[src/rtl/mem_port_arbiter_if.sv]
// Cache-side and memory-side handshake bundle for mem_port_arbiter.
// The master modport is the arbiter's view; slave is the caches and memory.
interface mem_port_arbiter_if #(
   parameter int ADDR_W = 32,
   parameter int DATA_W = 32
);
   logic              ic_req;
   logic [ADDR_W-1:0] ic_addr;
   logic              ic_gnt;
   logic              ic_rvalid;
   logic [DATA_W-1:0] ic_rdata;

   logic              dc_req;
   logic              dc_we;
   logic [ADDR_W-1:0] dc_addr;
   logic [DATA_W-1:0] dc_wdata;
   logic              dc_gnt;
   logic              dc_ack;
   logic [DATA_W-1:0] dc_rdata;

   logic              mem_req;
   logic              mem_we;
   logic [ADDR_W-1:0] mem_addr;
   logic [DATA_W-1:0] mem_wdata;
   logic              mem_ready;
   logic              mem_rvalid;
   logic [DATA_W-1:0] mem_rdata;

   logic              busy;
   logic              mem_err;

   modport master (
      input  ic_req, ic_addr, dc_req, dc_we, dc_addr, dc_wdata,
      input  mem_ready, mem_rvalid, mem_rdata,
      output ic_gnt, ic_rvalid, ic_rdata, dc_gnt, dc_ack, dc_rdata,
      output mem_req, mem_we, mem_addr, mem_wdata, busy, mem_err
   );

   modport slave (
      output ic_req, ic_addr, dc_req, dc_we, dc_addr, dc_wdata,
      output mem_ready, mem_rvalid, mem_rdata,
      input  ic_gnt, ic_rvalid, ic_rdata, dc_gnt, dc_ack, dc_rdata,
      input  mem_req, mem_we, mem_addr, mem_wdata, busy, mem_err
   );
endinterface

[src/rtl/mem_port_arbiter.sv]
// Round-robin arbiter sharing one memory port between I-cache and D-cache, one transaction in flight.
// Read: gnt 1 cycle after req, rvalid 3 cycles after; mem_ready stalls ISSUE; missing mem_rvalid times out to 0.
module mem_port_arbiter #(
   parameter int ADDR_W  = 32,
   parameter int DATA_W  = 32,
   parameter int TIMEOUT = 255
) (
   input logic                 clk,
   input logic                 reset,
   mem_port_arbiter_if.master  bus
);
   localparam int CNT_W = $clog2(TIMEOUT + 1);

   typedef enum logic [1:0] {IDLE, ISSUE, WAIT, RESP} state_t;

   state_t            state, state_nxt;
   logic              owner, owner_nxt;            // 1 = data cache
   logic              last_owner, last_owner_nxt;
   logic              pick_dc;
   logic [CNT_W-1:0]  cnt, cnt_nxt;

   logic              ic_gnt_q, ic_gnt_nxt, dc_gnt_q, dc_gnt_nxt;
   logic              ic_rvalid_q, ic_rvalid_nxt, dc_ack_q, dc_ack_nxt;
   logic              mem_req_q, mem_req_nxt, mem_we_q, mem_we_nxt;
   logic              busy_q, busy_nxt, mem_err_q, mem_err_nxt;
   logic [ADDR_W-1:0] mem_addr_q, mem_addr_nxt;
   logic [DATA_W-1:0] mem_wdata_q, mem_wdata_nxt;
   logic [DATA_W-1:0] ic_rdata_q, ic_rdata_nxt, dc_rdata_q, dc_rdata_nxt;

   always_ff @(posedge clk or negedge reset) begin
      if (!reset) begin
         state       <= IDLE;
         owner       <= 1'b0;
         last_owner  <= 1'b1;
         cnt         <= '0;
         ic_gnt_q    <= 1'b0;
         dc_gnt_q    <= 1'b0;
         ic_rvalid_q <= 1'b0;
         dc_ack_q    <= 1'b0;
         mem_req_q   <= 1'b0;
         mem_we_q    <= 1'b0;
         busy_q      <= 1'b0;
         mem_err_q   <= 1'b0;
         mem_addr_q  <= '0;
         mem_wdata_q <= '0;
         ic_rdata_q  <= '0;
         dc_rdata_q  <= '0;
      end else begin
         state       <= state_nxt;
         owner       <= owner_nxt;
         last_owner  <= last_owner_nxt;
         cnt         <= cnt_nxt;
         ic_gnt_q    <= ic_gnt_nxt;
         dc_gnt_q    <= dc_gnt_nxt;
         ic_rvalid_q <= ic_rvalid_nxt;
         dc_ack_q    <= dc_ack_nxt;
         mem_req_q   <= mem_req_nxt;
         mem_we_q    <= mem_we_nxt;
         busy_q      <= busy_nxt;
         mem_err_q   <= mem_err_nxt;
         mem_addr_q  <= mem_addr_nxt;
         mem_wdata_q <= mem_wdata_nxt;
         ic_rdata_q  <= ic_rdata_nxt;
         dc_rdata_q  <= dc_rdata_nxt;
      end
   end

   // Every output flop is loaded from its next-state value, so pulses line up with state entry.
   always_comb begin
      state_nxt      = state;
      owner_nxt      = owner;
      last_owner_nxt = last_owner;
      pick_dc        = 1'b0;
      cnt_nxt        = cnt;
      ic_gnt_nxt     = 1'b0;
      dc_gnt_nxt     = 1'b0;
      ic_rvalid_nxt  = 1'b0;
      dc_ack_nxt     = 1'b0;
      mem_we_nxt     = mem_we_q;
      mem_addr_nxt   = mem_addr_q;
      mem_wdata_nxt  = mem_wdata_q;
      mem_err_nxt    = mem_err_q;
      ic_rdata_nxt   = ic_rdata_q;
      dc_rdata_nxt   = dc_rdata_q;

      unique case (state)
         IDLE: begin
            if (bus.ic_req || bus.dc_req) begin
               pick_dc        = bus.dc_req && (!bus.ic_req || !last_owner);
               owner_nxt      = pick_dc;
               last_owner_nxt = pick_dc;
               mem_addr_nxt   = pick_dc ? bus.dc_addr : bus.ic_addr;
               mem_we_nxt     = pick_dc && bus.dc_we;
               mem_wdata_nxt  = pick_dc ? bus.dc_wdata : '0;
               ic_gnt_nxt     = !pick_dc;
               dc_gnt_nxt     = pick_dc;
               state_nxt      = ISSUE;
            end
         end
         ISSUE: begin
            if (bus.mem_ready) begin
               if (mem_we_q) begin
                  dc_ack_nxt = 1'b1;
                  state_nxt  = RESP;
               end else begin
                  cnt_nxt   = '0;
                  state_nxt = WAIT;
               end
            end
         end
         WAIT: begin
            cnt_nxt = cnt + CNT_W'(1);
            if (bus.mem_rvalid || cnt == CNT_W'(TIMEOUT - 1)) begin
               // A late mem_rvalid on the final cycle still wins over the timeout.
               if (!bus.mem_rvalid) mem_err_nxt = 1'b1;
               if (owner) dc_rdata_nxt = bus.mem_rvalid ? bus.mem_rdata : '0;
               else       ic_rdata_nxt = bus.mem_rvalid ? bus.mem_rdata : '0;
               ic_rvalid_nxt = !owner;
               dc_ack_nxt    = owner;
               state_nxt     = RESP;
            end
         end
         RESP: state_nxt = IDLE;
         default: state_nxt = IDLE;
      endcase

      mem_req_nxt = (state_nxt == ISSUE);
      busy_nxt    = (state_nxt != IDLE);
   end

   assign bus.ic_gnt    = ic_gnt_q;
   assign bus.dc_gnt    = dc_gnt_q;
   assign bus.ic_rvalid = ic_rvalid_q;
   assign bus.dc_ack    = dc_ack_q;
   assign bus.ic_rdata  = ic_rdata_q;
   assign bus.dc_rdata  = dc_rdata_q;
   assign bus.mem_req   = mem_req_q;
   assign bus.mem_we    = mem_we_q;
   assign bus.mem_addr  = mem_addr_q;
   assign bus.mem_wdata = mem_wdata_q;
   assign bus.busy      = busy_q;
   assign bus.mem_err   = mem_err_q;
endmodule

[src/flat_wrapper.sv]
// flat-port wrapper written by rule: the top's interface ports become plain ports
module mem_port_arbiter_flat 
#(
   parameter int ADDR_W  = 32,
   parameter int DATA_W  = 32,
   parameter int TIMEOUT = 255
)
  (clk, reset, bus_ic_req, bus_ic_addr, bus_dc_req, bus_dc_we, bus_dc_addr, bus_dc_wdata, bus_mem_ready, bus_mem_rvalid, bus_mem_rdata, bus_ic_gnt, bus_ic_rvalid, bus_ic_rdata, bus_dc_gnt, bus_dc_ack, bus_dc_rdata, bus_mem_req, bus_mem_we, bus_mem_addr, bus_mem_wdata, bus_busy, bus_mem_err);
  mem_port_arbiter_if #(.ADDR_W(ADDR_W), .DATA_W(DATA_W)) bus_i ();
  input logic clk;
  input logic reset;
  input wire logic [$bits(bus_i.ic_req)-1:0] bus_ic_req;
  input wire logic [$bits(bus_i.ic_addr)-1:0] bus_ic_addr;
  input wire logic [$bits(bus_i.dc_req)-1:0] bus_dc_req;
  input wire logic [$bits(bus_i.dc_we)-1:0] bus_dc_we;
  input wire logic [$bits(bus_i.dc_addr)-1:0] bus_dc_addr;
  input wire logic [$bits(bus_i.dc_wdata)-1:0] bus_dc_wdata;
  input wire logic [$bits(bus_i.mem_ready)-1:0] bus_mem_ready;
  input wire logic [$bits(bus_i.mem_rvalid)-1:0] bus_mem_rvalid;
  input wire logic [$bits(bus_i.mem_rdata)-1:0] bus_mem_rdata;
  output wire logic [$bits(bus_i.ic_gnt)-1:0] bus_ic_gnt;
  output wire logic [$bits(bus_i.ic_rvalid)-1:0] bus_ic_rvalid;
  output wire logic [$bits(bus_i.ic_rdata)-1:0] bus_ic_rdata;
  output wire logic [$bits(bus_i.dc_gnt)-1:0] bus_dc_gnt;
  output wire logic [$bits(bus_i.dc_ack)-1:0] bus_dc_ack;
  output wire logic [$bits(bus_i.dc_rdata)-1:0] bus_dc_rdata;
  output wire logic [$bits(bus_i.mem_req)-1:0] bus_mem_req;
  output wire logic [$bits(bus_i.mem_we)-1:0] bus_mem_we;
  output wire logic [$bits(bus_i.mem_addr)-1:0] bus_mem_addr;
  output wire logic [$bits(bus_i.mem_wdata)-1:0] bus_mem_wdata;
  output wire logic [$bits(bus_i.busy)-1:0] bus_busy;
  output wire logic [$bits(bus_i.mem_err)-1:0] bus_mem_err;
  assign bus_i.ic_req = bus_ic_req;
  assign bus_i.ic_addr = bus_ic_addr;
  assign bus_i.dc_req = bus_dc_req;
  assign bus_i.dc_we = bus_dc_we;
  assign bus_i.dc_addr = bus_dc_addr;
  assign bus_i.dc_wdata = bus_dc_wdata;
  assign bus_i.mem_ready = bus_mem_ready;
  assign bus_i.mem_rvalid = bus_mem_rvalid;
  assign bus_i.mem_rdata = bus_mem_rdata;
  assign bus_ic_gnt = bus_i.ic_gnt;
  assign bus_ic_rvalid = bus_i.ic_rvalid;
  assign bus_ic_rdata = bus_i.ic_rdata;
  assign bus_dc_gnt = bus_i.dc_gnt;
  assign bus_dc_ack = bus_i.dc_ack;
  assign bus_dc_rdata = bus_i.dc_rdata;
  assign bus_mem_req = bus_i.mem_req;
  assign bus_mem_we = bus_i.mem_we;
  assign bus_mem_addr = bus_i.mem_addr;
  assign bus_mem_wdata = bus_i.mem_wdata;
  assign bus_busy = bus_i.busy;
  assign bus_mem_err = bus_i.mem_err;
  mem_port_arbiter #(.ADDR_W(ADDR_W), .DATA_W(DATA_W), .TIMEOUT(TIMEOUT)) u_core (.clk(clk), .reset(reset), .bus(bus_i));
endmodule
[config.mk]
export PLATFORM = sky130hd
export DESIGN_NAME = mem_port_arbiter_flat
export DESIGN_NICKNAME = d
export VERILOG_FILES = /design/src/rtl/mem_port_arbiter_if.sv /design/src/rtl/mem_port_arbiter.sv /design/src/flat_wrapper.sv
export SDC_FILE = /design/constraint.sdc
export NUM_CORES = 1
export LEC_CHECK = 0
export ABC_AREA = 1
export CAP_MARGIN = 20
export CORE_MARGIN = 2
export CORE_UTILIZATION = 46
export DETAILED_ROUTE_END_ITERATION = 6
export HOLD_SLACK_MARGIN = 0.02
export MAX_ROUTING_LAYER = met4
export PLACE_DENSITY = 0.92
export SLEW_MARGIN = 20
export SYNTH_ARGS = -nofsm -noshare
export SYNTH_HDL_FRONTEND = slang
export SYNTH_SLANG_ARGS = --single-unit
[constraint.sdc]
create_clock -name clk -period 3.26 [get_ports clk]
set_clock_uncertainty 0.2 [all_clocks]
set_input_delay 0.652 -clock clk [delete_from_list [all_inputs] [get_ports clk]]
set_output_delay 0.652 -clock clk [all_outputs]
set_load 0.005 [all_outputs]
==> qor.yml, run 1 <==
synthesis:
  synth_enable_flop_cells: 0
  yosys.area_share.simple: 0.219
  syn-cell-area_um2: 6310
  synth_area_leaders: "sky130_fd_sc_hd__dfrtp_1 (58%), sky130_fd_sc_hd__nand2_1 (17%), sky130_fd_sc_hd__a22o_1 (4.6%), sky130_fd_sc_hd__nand3_1 (3.1%), sky130_fd_sc_hd__inv_1 (3.1%)"
  synth_seq_area_share: 0.587
  netlist.area_leader.share: 0.583
  multiplexer_area_fraction_after_synthesis: 0
  postSynthNetCount: 843
  synth_fa_ha_area_frac: 0.00992
  synth_largest_area_cell: "sky130_fd_sc_hd__dfrtp_1"
  compound_cell_area_share_of_the_yosys_netlist: 0.110
  synth_xor_xnor_area_share: 0.00278
  yosysUniqueCellTypes: 30
  synth_ff_type: "sky130_fd_sc_hd__dfrtp_1"
  ys_ff_latch: 148
  syn_inst: 703
  ys_async_sr_fraction: 1.00
  ys_warn_count: 0
  largest_family_of_logic_cells_by_synthesized_area: "simple AND/OR/NAND/NOR gates"
  synthesis.area_per_instance_um2: 8.97
sta:
  maxSlewViolCount: 0
  final_hold_viol_count: 0
  max_slew_headroom: 0.417
  finalSetupViolCount: 0
  post-route-period-util: 0.814
  fmax_ghz: 0.377
  worst_pin_slew_ns: 0.873
  unrepaired_setup_endpoints_after_global_routing: "no"
  worst_slack_ns: 0.605
  finalHoldWorstSlack_ns: 0.273
  tns_setup_ns: 0
  finalCriticalPeriod_ns: 2.66
status:
  result_of_the_run: "complete, no violations"
power:
  power.static_leakage_nw: 4.71
  ir_drop_v: 0.000406
  power_density_nw_per_um2: 870
  p_sw_frac: 0.335
  p_switching_mw: 2.81
  clock_power_share: 0.219
  internal_power_mw: 5.59
  power.sequential.fraction: 0.365
  comb_power_frac: 0.416
floorplanning:
  core-area_um2: 13300
  initial_utilization: 0.474
  die-width_um: 121
  io_pins: 271
  die-area_um2: 14700
  num_rows: 42
  chipHeight_um: 121
cells_and_area:
  count_of_nets_after_finishing: 1103
  areaGrowthSynthToFinish_pct: 53.3
  final_layout_size_suffix_gt1_frac: 0.0564
  diodes: 0
  nFillCells: 931
  utilization: 0.727
  final-instance-count-excl-fill: 1152
detailed_routing:
  dr.max_layer_used: "met4"
  antenna_violating_nets_post_route: 0
  detail_route.wirelength.met1_um: 7670
  detailedRoute.firstIterationViolations: 360
  route.detailed.drc: 0
  post_drt_wl_per_cell_um: 16.7
  vias: 5861
  drt-vias-per-instance: 5.09
  detailedRoute.firstPassIterationCount: 5
  met3RoutedLength_um: 967
  postRouteWirelength_um: 19300
  met2_wirelength_um: 9840
cts:
  clock_sink_count: 148
  cts_tree: "yes"
  clock_tree.buffer_depth: 2
  cts-buffers-inserted: 17
  root_buffer: "sky130_fd_sc_hd__clkbuf_16"
  insertion_delay_to_the_later_sink_of_the_worst_skew_pair_ns: 0.42
  cts.htree.levels: 4
  postCtsSetupBuffers: 0
  cts_clk_pin_slew_worst_paths_ns: 0.06
  postCtsResizedCells: 0
placement:
  dpl_worst_slack_ns: 0.354
  portBuffers: 270
  placed_cells_incl_taps: 1119
  place.gp.congestion: 0.887
  place.detailed.hpwl_um: 13300
critical_path:
  crit_path_start_kind: "input port"
  critPathCaptureType: "register"
  timing.critical_path.arrival_ns: 2.76
  cp.required_ns: 3.37
  crit_fanout: 66
  criticalPathCategory: "in2reg"
global_route:
  grt-ovfl-total: 0
  groute.usage.overall: 0.275
  grt_pass1_vias: 5844
  initial_antenna_violation_count: 0
  grt_max_degree: 67
  grt_first_pass_wirelength_um: 30100
job:
  max_cap_violations: 0
min_path:
  worstHoldPathType: "reg2reg"
==> sequential cells by signal, indices dropped and copies added, names as in the netlist, 2 cells and up <==
signal	count
u_core.bus.ic_rdata	32
u_core.cnt	8
u_core.state	2
u_core.bus.dc_rdata	32
u_core.bus.mem_wdata	32
u_core.bus.mem_addr	32
==> cells in the final DEF, fill, tap and decap left out, types with 4 or more instances in the layout <==
cell type,n
sky130_fd_sc_hd__nand2_1,282
sky130_fd_sc_hd__a21oi_1,6
sky130_fd_sc_hd__clkinv_2,4
sky130_fd_sc_hd__nor2_1,13
sky130_fd_sc_hd__o21ai_0,29
sky130_fd_sc_hd__o21ai_2,4
sky130_fd_sc_hd__nand3_1,39
sky130_fd_sc_hd__buf_4,7
sky130_fd_sc_hd__a22o_1,33
sky130_fd_sc_hd__dfrtp_1,147
sky130_fd_sc_hd__ha_1,5
sky130_fd_sc_hd__o21ai_1,36
sky130_fd_sc_hd__clkbuf_16,17
sky130_fd_sc_hd__inv_1,51
sky130_fd_sc_hd__clkdlybuf4s50_1,269
sky130_fd_sc_hd__clkinvlp_4,5
==> logic make-up after synthesis <==
logic type | count (synthesis)
AO/OA/AOI/OAI | 110
XOR/XNOR | 2
adder cells (fa/ha/maj) | 5
buffers and inverters | 94
flip-flops | 148
AND/OR/NAND/NOR | 344
==> cell type report <==
type	instances	area [um^2]	share of cell area
inverters	54	204	0.0211
clock buffers	20	447	0.0462
well taps	176	220	0.0228
repair buffers	281	2830	0.292
multi-input cells	461	2160	0.223
clock inverters	12	109	0.0113
flip-flops and latches	148	3700	0.383
==> worst paths after layout <==
| kind | from | to | slack [ns] | cells after the start |
|---|---|---|---|---|
| hold / removal | u_core.bus.mem_err | u_core.bus.mem_err | 0.27 | 1 |
| max in group asynchronous | reset | u_core.bus.dc_rdata[14] | 1.60 | 3 |
| setup reg to reg | u_core.state[1] | u_core.bus.mem_wdata[9] | 0.61 | 6 |
| setup / recovery | bus_dc_req | u_core.bus.mem_wdata[9] | 0.60 | 5 |
| min in group asynchronous | reset | u_core.bus.ic_rdata[28] | 0.47 | 2 |
| hold reg to reg | u_core.bus.mem_err | u_core.bus.mem_err | 0.27 | 1 |
==> cells in the mapped netlist, types with 2 or more instances <==
cell,instances
sky130_fd_sc_hd__a21oi_1,6
sky130_fd_sc_hd__a22o_1,33
sky130_fd_sc_hd__buf_1,2
sky130_fd_sc_hd__buf_2,12
sky130_fd_sc_hd__buf_4,3
sky130_fd_sc_hd__buf_6,9
sky130_fd_sc_hd__clkbuf_1,14
sky130_fd_sc_hd__dfrtp_1,147
sky130_fd_sc_hd__ha_1,5
sky130_fd_sc_hd__inv_1,52
sky130_fd_sc_hd__inv_2,2
sky130_fd_sc_hd__nand2_1,282
sky130_fd_sc_hd__nand2_2,2
sky130_fd_sc_hd__nand3_1,39
sky130_fd_sc_hd__nor2_1,13
sky130_fd_sc_hd__nor2_4,2
sky130_fd_sc_hd__o21ai_0,29
sky130_fd_sc_hd__o21ai_1,36
sky130_fd_sc_hd__o21ai_2,4
==> worst max-delay path: stages <==
cell	delay (ns)
sky130_fd_sc_hd__clkdlybuf4s50_1	0.49
sky130_fd_sc_hd__nor2_1	0.09
sky130_fd_sc_hd__nor2_1	0.25
sky130_fd_sc_hd__clkinv_2	0.75
sky130_fd_sc_hd__a22o_1	0.51
==> metal layers <==
layer  up-vias  GRT usage
li1       2757          -
met1      2800      0.337
met2       245      0.439
met3        59     0.0625
met4         0      0.118
met5         -          -
==> what timing repair did <==
| item | in CTS | in global routing |
|---|---|---|
| hold buffers | 1 | 0 |
| setup endpoints to repair | 0 | 0 |
| hold endpoints to repair | 31 | 0 |
==> power by group through the flow <==
stage | clock (mW) | sequential, mW | combinational, mW
floorplan | 0 | 3.09 | 1.36
global placement | 0 | 3.05 | 3.39
detailed placement | 0 | 3.06 | 3.51
CTS | 1.87 | 3.06 | 3.52
global route | 1.96 | 3.14 | 3.81
finish | 1.84 | 3.07 | 3.49
==> per-stage QoR <==
stage	power, mW	area, um^2
after global placement	6.44	9100
after detailed placement	6.57	9100
final	8.41	9670
after global routing	8.92	9670
after floorplan	4.45	6310
after CTS	8.46	9670
No activity file was read; power rests on OpenSTA's default activity.
==> inputs of run 2 (changes only) <==
--- a/config.mk
+++ b/config.mk
@@ -8,11 +8,11 @@
 export ABC_AREA = 1
 export CAP_MARGIN = 20
 export CORE_MARGIN = 2
-export CORE_UTILIZATION = 46
+export CORE_UTILIZATION = 38
 export DETAILED_ROUTE_END_ITERATION = 6
 export HOLD_SLACK_MARGIN = 0.02
 export MAX_ROUTING_LAYER = met4
-export PLACE_DENSITY = 0.92
+export PLACE_DENSITY = 0.82
 export SLEW_MARGIN = 20
 export SYNTH_ARGS = -nofsm -noshare
 export SYNTH_HDL_FRONTEND = slang
==> constraint.sdc (replaced) <==
create_clock -name clk -period 2.3 [get_ports clk]
set_clock_uncertainty 0.2 [all_clocks]
set_input_delay 0.46 -clock clk [delete_from_list [all_inputs] [get_ports clk]]
set_output_delay 0.46 -clock clk [all_outputs]
set_load 0.005 [all_outputs]
==> qor.yml, run 2 (synthesis gave the netlist of run 1 again) <==
detailed_routing:
  antenna_violating_nets_post_route: 0
  detailedRoute.firstPassIterationCount: 4
  vias: 5695
  drt-vias-per-instance: 4.74
  detailedRoute.firstIterationViolations: 279
  route.detailed.drc: 0
  post_drt_wl_per_cell_um: 15.5
  postRouteWirelength_um: 18700
cts:
  cts_tree: "yes"
  insertion_delay_to_the_later_sink_of_the_worst_skew_pair_ns: 0.41
  clock_tree.buffer_depth: 2
  root_buffer: "sky130_fd_sc_hd__clkbuf_16"
  cts-buffers-inserted: 17
  cts.htree.levels: 4
  clock_sink_count: 148
  postCtsResizedCells: 0
  cts_clk_pin_slew_worst_paths_ns: 0.06
cells_and_area:
  areaGrowthSynthToFinish_pct: 57.5
  nFillCells: 1377
  ff_latch_area_um2: 3700
  mostFrequentLayoutCells: "sky130_fd_sc_hd__nand2_1 (282), sky130_fd_sc_hd__clkdlybuf4s50_1 (269), sky130_fd_sc_hd__dfrtp_1 (147)"
  final-instance-count-excl-fill: 1202
  diodes: 0
  final_layout_size_suffix_gt1_frac: 0.0631
  mostFrequentLayoutCell: "sky130_fd_sc_hd__nand2_1"
  multi_input_area_um2: 2160
  count_of_nets_after_finishing: 1110
status:
  result_of_the_run: "complete, no violations"
critical_path:
  crit_path_start_kind: "register"
  worst-path-buf-inv: 2
  critPathMostFrequentCell: "sky130_fd_sc_hd__nand2_1"
  cp.required_ns: 2.40
  timing.critical_path.arrival_ns: 2.14
  crit_fanout: 5
  crit_family: "simple AND/OR/NAND/NOR gates"
  cp_slowest_cell: "sky130_fd_sc_hd__dfrtp_1"
  criticalPathCategory: "reg2reg"
  timing.critical_path.cells: "inv_1, ha_1, inv_1, nand2_1, nand3_1, nor3_1, nand2_1, nand2_1, nor2_1"
  critPathCaptureType: "register"
  cp_slowest_stage_delay_ns: 0.40
global_route:
  globalRoute.busiestLayer: "met2"
  grt-ovfl-total: 0
  grt_pass1_vias: 5897
  groute.usage.overall: 0.224
  grt_max_degree: 67
  grt_util_met1: 0.282
  met2_usage: 0.360
  grt_first_pass_wirelength_um: 30300
  grt_use_met3: 0.0402
  initial_antenna_violation_count: 0
sta:
  tns_setup_ns: 0
  worst_pin_slew_ns: 0.397
  max_slew_headroom: 0.733
  unrepaired_setup_endpoints_after_global_routing: "no"
  fmax_ghz: 0.491
  finalCriticalPeriod_ns: 2.04
  finalHoldWorstSlack_ns: 0.268
  maxSlewViolCount: 0
  post-route-period-util: 0.885
  final_hold_viol_count: 0
  finalSetupViolCount: 0
placement:
  placed_cells_incl_taps: 1170
  place.gp.congestion: 0.812
  portBuffers: 270
  place.detailed.hpwl_um: 13100
floorplanning:
  io_pins: 271
  chipHeight_um: 133
  die-width_um: 133
  num_rows: 47
  initial_utilization: 0.384
  die-area_um2: 17600
  core-area_um2: 16400
power:
  design_power_total_mw: 12.4
  power_density_nw_per_um2: 1250
  power.static_leakage_nw: 4.82
  ir_drop_v: 0.000621
job:
  max_cap_violations: 0
min_path:
  worstHoldPathType: "reg2reg"
run 2: cell count changes in the layout (fill, tap and decap cells not counted), moves of 2 or more:
cell,change
sky130_fd_sc_hd__buf_12,+5
sky130_fd_sc_hd__bufinv_16,+4
sky130_fd_sc_hd__clkinv_2,-4
sky130_fd_sc_hd__buf_4,+2
sky130_fd_sc_hd__clkinv_4,-2
sky130_fd_sc_hd__clkinvlp_4,-2
sky130_fd_sc_hd__inv_6,+2
run 2: area by class of cell:
| type | count | area share |
|---|---|---|
| Clock buffer | 20 | 0.0460 |
| Sequential cell | 148 | 0.373 |
| Inverter | 54 | 0.0204 |
| Timing Repair Buffer | 288 | 0.296 |
| Tap cell | 220 | 0.0277 |
| Clock inverter | 11 | 0.0200 |
| Multi-Input combinational cell | 461 | 0.217 |
run 2: worst min-delay path, stage by stage, from the launching register on:
cell and delay, ns:
sky130_fd_sc_hd__dfstp_2 0.37, sky130_fd_sc_hd__nand2_1 0.05, sky130_fd_sc_hd__nand2_1 0.04
run 2: final timing paths:
path,slack (ns),from,depth (start not counted),end
setup / recovery,0.26,u_core.state[0],9,u_core.cnt[4]
hold / removal,0.27,u_core.last_owner,2,u_core.last_owner
setup reg to reg,0.26,u_core.state[0],9,u_core.cnt[4]
hold reg to reg,0.27,u_core.last_owner,2,u_core.last_owner
max in group asynchronous,0.90,reset,3,u_core.bus.dc_gnt
min in group asynchronous,0.31,reset,2,u_core.bus.dc_rdata[28]
run 2: stage by stage:
step | instance area (um^2) | utilization | setup WS, ns
floorplan | 6310 | - | 0.521
CTS | 9940 | 0.606 | 0.236
finish | 9940 | 0.606 | 0.264
global route | 9940 | 0.606 | 0.0734
detailed placement | 9270 | 0.565 | 0.117
global placement | 9270 | 0.565 | 0.203
run 2: timing repair:
action / in CTS / in global routing
endpoints found under the hold margin: 33 / 0
setup buffers: 0 / 0
hold buffers: 1 / 0
run 2: power by group:
part           switching [mW]  internal [mW]  leakage (nW)  total [mW]
sequential              0.598           3.71          1.91        4.31
combinational            2.23           2.81          2.60        5.04
clock                    1.11           1.99         0.309        3.09
run 2: per-layer routing:
layer  wire length (um)  up-vias
met5                  0        -
met4                539        0
met3                775       33
met2               9290      172
met1               8040     2721
li1                   -     2769
